[src/rtl/fifo_rd_stream_pkg.sv]
// Shared definitions for the FIFO read-side stream stage: FSM encoding and default sizes.
package fifo_rd_stream_pkg;

  typedef enum logic [1:0] {
    S_IDLE  = 2'd0,
    S_RUN   = 2'd1,
    S_DRAIN = 2'd2,
    S_FLUSH = 2'd3
  } state_t;

  localparam int DEF_DATA_WIDTH = 8;
  localparam int DEF_BURST_LEN  = 4;

endpackage

[src/rtl/fifo_rd_stream_rd_skid_buf.sv]
// Two-entry skid buffer holding captured FIFO beats until the stream sink accepts them.
module rd_skid_buf #(
  parameter int W = 9
) (
  input  logic         clk,
  input  logic         rst,
  input  logic         push,
  input  logic [W-1:0] push_data,
  input  logic         pop,
  output logic [W-1:0] head,
  output logic [1:0]   occ
);

  logic [W-1:0] slot [2];
  logic         wr_ptr;
  logic         rd_ptr;

  // NOTE: the two slots are reset as well, so the stream data reads zero after reset
  // instead of whatever the storage powered up with.
  always_ff @(posedge clk) begin
    if (!rst) begin
      slot[0] <= '0;
      slot[1] <= '0;
      wr_ptr  <= 1'b0;
      rd_ptr  <= 1'b0;
      occ     <= 2'd0;
    end else begin
      // NOTE: non-blocking assignments keep every register update based on pre-edge values.
      if (push) begin
        slot[wr_ptr] <= push_data;
        wr_ptr       <= ~wr_ptr;
      end
      if (pop) begin
        rd_ptr <= ~rd_ptr;
      end
      case ({push, pop})
        2'b10:   occ <= occ + 2'd1;
        2'b01:   occ <= occ - 2'd1;
        default: occ <= occ;
      endcase
    end
  end

  // A push never lands on the head while it is visible: with one entry stored the
  // write pointer is on the other slot, and a full buffer is never pushed.
  assign head = slot[rd_ptr];

endmodule

[src/rtl/fifo_rd_stream.sv]
// Drain stage: issues FIFO reads, re-times data through a skid buffer onto a framed valid/ready stream.
// Optional per-beat even parity output is built when RD_STREAM_PARITY_EN is defined.
module fifo_rd_stream
  import fifo_rd_stream_pkg::*;
#(
  parameter int DATA_WIDTH = DEF_DATA_WIDTH,
  parameter int BURST_LEN  = DEF_BURST_LEN,
  parameter int FCNT_WIDTH = 16
) (
  input  logic                  clk,
  input  logic                  rst,
  input  logic                  en,
  input  logic                  fifo_empty,
  input  logic [DATA_WIDTH-1:0] fifo_data,
  output logic                  fifo_rd_en,
  output logic                  m_valid,
  input  logic                  m_ready,
  output logic [DATA_WIDTH-1:0] m_data,
  output logic                  m_last,
`ifdef RD_STREAM_PARITY_EN
  output logic                  m_parity,
`endif
  output logic                  busy,
  output logic [FCNT_WIDTH-1:0] frame_cnt
);

`ifdef RD_STREAM_PARITY_EN
  localparam int PW = DATA_WIDTH + 2;
`else
  localparam int PW = DATA_WIDTH + 1;
`endif

  state_t        state;
  state_t        state_nxt;
  logic [7:0]    beat_cnt;
  logic          inflight;
  logic          inflight_last;
  logic          issue_ok;
  logic          last_tag;
  logic          rd_issue;
  logic          pop;
  logic [2:0]    credit_sum;
  logic [1:0]    occ;
  logic [PW-1:0] head;
  logic [PW-1:0] push_payload;

  assign last_tag = (beat_cnt == 8'(BURST_LEN - 1));
  assign pop      = m_valid & m_ready;

  // Credit counts stored plus in-flight beats; a beat leaving this cycle frees its
  // slot in time for the read issued now, which is what sustains one beat per cycle.
  assign credit_sum = {1'b0, occ} + {2'b0, inflight} - {2'b0, pop};
  assign rd_issue   = issue_ok & ~fifo_empty & (credit_sum < 3'd2);
  assign fifo_rd_en = rd_issue;

`ifdef RD_STREAM_PARITY_EN
  assign push_payload = {^fifo_data, inflight_last, fifo_data};
  assign m_parity     = head[DATA_WIDTH+1];
`else
  assign push_payload = {inflight_last, fifo_data};
`endif

  rd_skid_buf #(
    .W(PW)
  ) u_skid (
    .clk      (clk),
    .rst      (rst),
    .push     (inflight),
    .push_data(push_payload),
    .pop      (pop),
    .head     (head),
    .occ      (occ)
  );

  assign m_valid = (occ != 2'd0);
  assign m_data  = head[DATA_WIDTH-1:0];
  assign m_last  = head[DATA_WIDTH];

  always_ff @(posedge clk) begin
    if (!rst) begin
      state         <= S_IDLE;
      beat_cnt      <= 8'd0;
      inflight      <= 1'b0;
      inflight_last <= 1'b0;
      frame_cnt     <= '0;
    end else begin
      state         <= state_nxt;
      inflight      <= rd_issue;
      inflight_last <= last_tag;
      if (rd_issue) begin
        beat_cnt <= last_tag ? 8'd0 : beat_cnt + 8'd1;
      end
      if (pop && m_last) begin
        frame_cnt <= frame_cnt + 1'b1;
      end
    end
  end

  always_comb begin
    // NOTE: defaulting to the current state first means no path leaves state_nxt
    // unassigned, so no latch is inferred.
    state_nxt = state;
    case (state)
      S_IDLE: begin
        if (en) state_nxt = S_RUN;
      end
      S_RUN: begin
        if (!en) begin
          if (rd_issue && last_tag)               state_nxt = S_FLUSH;
          else if (beat_cnt == 8'd0 && !rd_issue) state_nxt = S_IDLE;
          else                                    state_nxt = S_DRAIN;
        end
      end
      S_DRAIN: begin
        if (rd_issue && last_tag) state_nxt = en ? S_RUN : S_FLUSH;
      end
      S_FLUSH: begin
        if (en)                             state_nxt = S_RUN;
        else if (occ == 2'd0 && !inflight)  state_nxt = S_IDLE;
      end
      default: state_nxt = S_IDLE;
    endcase
  end

  always_comb begin
    issue_ok = (state == S_RUN) || (state == S_DRAIN);
    busy     = (state != S_IDLE);
  end

endmodule
[config.mk]
export PLATFORM = sky130hd
export DESIGN_NAME = fifo_rd_stream
export DESIGN_NICKNAME = d
export VERILOG_FILES = /design/src/rtl/fifo_rd_stream_pkg.sv /design/src/rtl/fifo_rd_stream_rd_skid_buf.sv /design/src/rtl/fifo_rd_stream.sv
export SDC_FILE = /design/constraint.sdc
export NUM_CORES = 1
export LEC_CHECK = 0
export ABC_AREA = 0
export CAP_MARGIN = 20
export CORE_MARGIN = 3
export CORE_UTILIZATION = 40
export CTS_BUF_LIST = sky130_fd_sc_hd__clkbuf_2
export DETAILED_ROUTE_END_ITERATION = 8
export GPL_ROUTABILITY_DRIVEN = 1
export RECOVER_POWER = 50
export SLEW_MARGIN = 25
export SYNTH_ARGS = -nofsm -noshare
export SYNTH_HDL_FRONTEND = slang
export SYNTH_SLANG_ARGS = --single-unit
export TNS_END_PERCENT = 5
[constraint.sdc]
create_clock -name clk -period 4.45 [get_ports clk]
set_input_delay 0.89 -clock clk [delete_from_list [all_inputs] [get_ports clk]]
set_output_delay 0.89 -clock clk [all_outputs]
set_load 0.02 [all_outputs]
==> results of run 1 <==
area by class of cell:
cell class                      count  area share (%)
Tap cell                           75           3.121
Clock inverter                      3          0.5826
Timing Repair Buffer               44           14.07
Clock buffer                        5          0.8323
Inverter                           11           1.373
Multi-Input combinational cell    173           40.08
Sequential cell                    51           39.95
stage by stage:
| stage | setup WS, ns | instances |
|---|---|---|
| 6_report | 0.1777 | 362 |
| 5_1_grt | 0.03844 | 362 |
| 4_1_cts | 0.1949 | 362 |
| 3_5_place_dp | 0.2166 | 354 |
| 3_3_place_gp | 0.2302 | 354 |
| 2_1_floorplan | 1.234 | 244 |
worst paths after layout:
| check | depth (start not counted) | from | slack, ns | endpoint |
|---|---|---|---|---|
| worst max-delay path | 8 | m_ready | 0.18 | fifo_rd_en |
| worst max register to register | 8 | u_skid.occ[1] | 1.74 | state[1] |
| worst min register to register | 2 | frame_cnt[15] | 0.50 | frame_cnt[15] |
| worst min-delay path | 2 | frame_cnt[15] | 0.50 | frame_cnt[15] |
power breakdown:
part	total (mW)	switching (mW)	leakage, nW	internal (mW)
Sequential	0.515	0.0136	0.453	0.502
Clock	0.185	0.147	0.0269	0.0378
Combinational	0.139	0.0706	0.593	0.0680
synth_stat cells, drive strengths merged, types with 2 or more instances:
| cell | number | area share, % |
|---|---|---|
| ha | 8 | 4.0 |
| and2 | 21 | 5.3 |
| nand4 | 9 | 2.9 |
| nand2 | 11 | 1.7 |
| or4 | 6 | 1.8 |
| nand2b | 2 | 0.50 |
| nor3b | 2 | 0.60 |
| or3 | 6 | 1.6 |
| or2 | 2 | 0.50 |
| nor2 | 18 | 2.7 |
| inv | 10 | 1.5 |
| and3 | 2 | 0.50 |
| dfxtp | 33 | 26 |
| nor4 | 3 | 1.0 |
| edfxtp | 18 | 22 |
| o21ai | 9 | 1.8 |
| a21oi | 15 | 3.0 |
| buf | 4 | 1.3 |
| o31ai | 7 | 2.1 |
| xor2 | 4 | 1.4 |
| mux2i | 4 | 1.6 |
| and4 | 3 | 1.1 |
| clkbuf | 5 | 0.75 |
| nand3 | 6 | 1.2 |
| nor3 | 4 | 0.80 |
| xnor2 | 10 | 3.5 |
| mux2 | 9 | 4.2 |
cell families (layout without fill, tap and decap cells):
kind of cell	Yosys count	in the layout	synth area share (%)
adders and majority gates	9	9	4.807
DFF	51	51	48.07
and+or+nand+nor	100	100	23.74
muxes	13	13	5.809
xor gates and xnor gates	14	14	4.907
AOI/OAI and AO/OA	37	37	8.964
buffers and inverters	20	63	3.706
state kept, by name, summed over array words and instances (netlist names), named ones only:
| register | count |
|---|---|
| u_skid.wr_ptr | 1 |
| u_skid.occ | 2 |
| beat_cnt | 8 |
| u_skid.rd_ptr | 1 |
| inflight_last | 1 |
| frame_cnt | 16 |
| u_skid.slot | 18 |
| state | 2 |
| inflight | 1 |
metal layers:
layer | share of wire [%] | vias to the layer above | routed length, um
met2 | 49 | 31 | 2426
met5 | 0 | - | 0
met3 | 3.4 | 7 | 169
met1 | 46 | 890 | 2252
met4 | 1.2 | 0 | 58
li1 | - | 958 | -
critical path: stages:
cell and delay, ns:
clkdlybuf4s50_1 0.53, and3b_1 0.22, or2_2 0.13, nand2_1 0.07
fa_1 0.53, nand3b_1 0.12, nor2_1 0.23, clkdlybuf4s50_1 0.66
==> impl_metrics.json, run 1 <==
{
  "whs_ns": 0.5042,
  "nFillCells": 561,
  "via_count": 1886,
  "fin_crit_ns": 4.272,
  "timing.final.setup_violations": 0,
  "core.rowCount": 28,
  "ant_nets": 0,
  "num_io_pins": 41,
  "leakage_nw": 1.073,
  "drtPass1Iterations": 4,
  "report.power.total_mw": 0.8384,
  "fin_skew_ns": 0.02557,
  "gpl.final_weighted_congestion": 0.7844,
  "finalInstanceArea_sq_um": 3007,
  "postCtsSetupRepairBufs": 0,
  "die_h_um": 85.04,
  "first_pass_grt_wire_length_mm": 8.418,
  "grt_overflow_total": 0,
  "postSynthRegisterBits": 51,
  "wl_per_cell_um": 13.55,
  "clock_tree_from_tritoncts": "yes",
  "number_of_enable_flip_flop_cells_after_synthesis": 18,
  "period_share_pct": 96.01,
  "final_util_pct": 50.19,
  "final_cell_mix": "clkdlybuf4s50_1, dfxtp_1, nor2_1, edfxtp_1, and2_1",
  "crit_path_end_kind": "output port",
  "postSynth.asyncResetShare_pct": 0,
  "seq_area_frac_synth_pct": 48.07,
  "route.detailed.vias_per_inst": 5.210,
  "cts_sinks": 51,
  "clock_tree.buffer_depth": 2,
  "cts_made_buffers": 5,
  "layer_with_the_highest_usage_after_global_routing": "met2",
  "grtUsageMet2_pct": 24.15,
  "synth.avg_cell_area_sq_um": 10.24,
  "detail_route.drc_violations": 0,
  "netlist_area_sq_um": 2499,
  "synth.lib_cells_used.distinct": 46,
  "multi_input_comb_area_sq_um": 1205,
  "grt_util_all_layers_pct": 14.29,
  "worst_slew_pin_slew_ns": 1.218,
  "drv.max_cap_violation_count": 0,
  "worst_skew_pair.late_latency_ns": 0.42,
  "global_route.usage.met3_pct": 2.621,
  "postCtsResizedCells": 0,
  "final_common_cell": "clkdlybuf4s50_1",
  "nets": 308,
  "outcome": "complete, no violations",
  "groute.layer.met1.usage_pct": 18.77,
  "timing.critical_path.required_ns": 3.56,
  "synth_warnings": 0,
  "design.die.area_sq_um": 7231,
  "floorplan.initialDensity_pct": 41.71,
  "drt_iter0_markers": 97,
  "final_wirelength_mm": 4.906,
  "placement.cell_area_sq_um": 2972,
  "insertedDiodeCount": 0,
  "fin_tns_setup_ns": 0,
  "final_hold_viol_count": 0,
  "worst_path_maximum_fanout": 4,
  "synth_nets": 266,
  "core_ar_sq_um": 5991,
  "timing.max_slew.rel_slack_pct": 18.78,
  "worstHoldPathType": "register to register",
  "crit_path_start_kind": "input pin",
  "placement.io_buffers": 40,
  "syn_to_final_growth_pct": 20.33,
  "vdd_ir_drop_max_uv": 187.5,
  "timing.final.max_slew_violations": 0,
  "floorplan.die.width_um": 85.04,
  "postCtsHoldBufs": 0,
  "dp.final_hpwl_mm": 3.446,
  "share_of_layout_cells_above_drive_strength_1_pct": 9.408,
  "netlist_instances": 244,
  "grt_setup_unrepaired": "no",
  "ctsRootBufferMaster": "clkbuf_2",
  "type_of_the_setup_path_with_the_least_slack": "input pin to output port",
  "antenna_violations_before_repair": 0,
  "total_power_per_unit_cell_area_nw_per_um2": 278.8,
  "synth-main-ff-cell": "dfxtp_1",
  "grt_max_degree": 27,
  "number_of_global_route_vias_before_repair": 1784,
  "layout.area.seq_sq_um": 1201,
  "clkTransAtPathRegs_ns": 0.26,
  "max_clock_freq_mhz": 234.1,
  "cts-htree-levels": 2,
  "arrival_ns": 3.38
}
No activity file was read; power rests on OpenSTA's default activity.
==> run 2, diff against run 1 <==
- TNS_END_PERCENT: 5 -> 30
==> results of run 2 <==
The final DEF is identical to that of run 1; final timing and power are the same.
==> run 3, diff against run 2 <==
- CAP_MARGIN: 20 -> 10
==> results of run 3 <==
The final DEF is identical to that of run 1; final timing and power are the same.
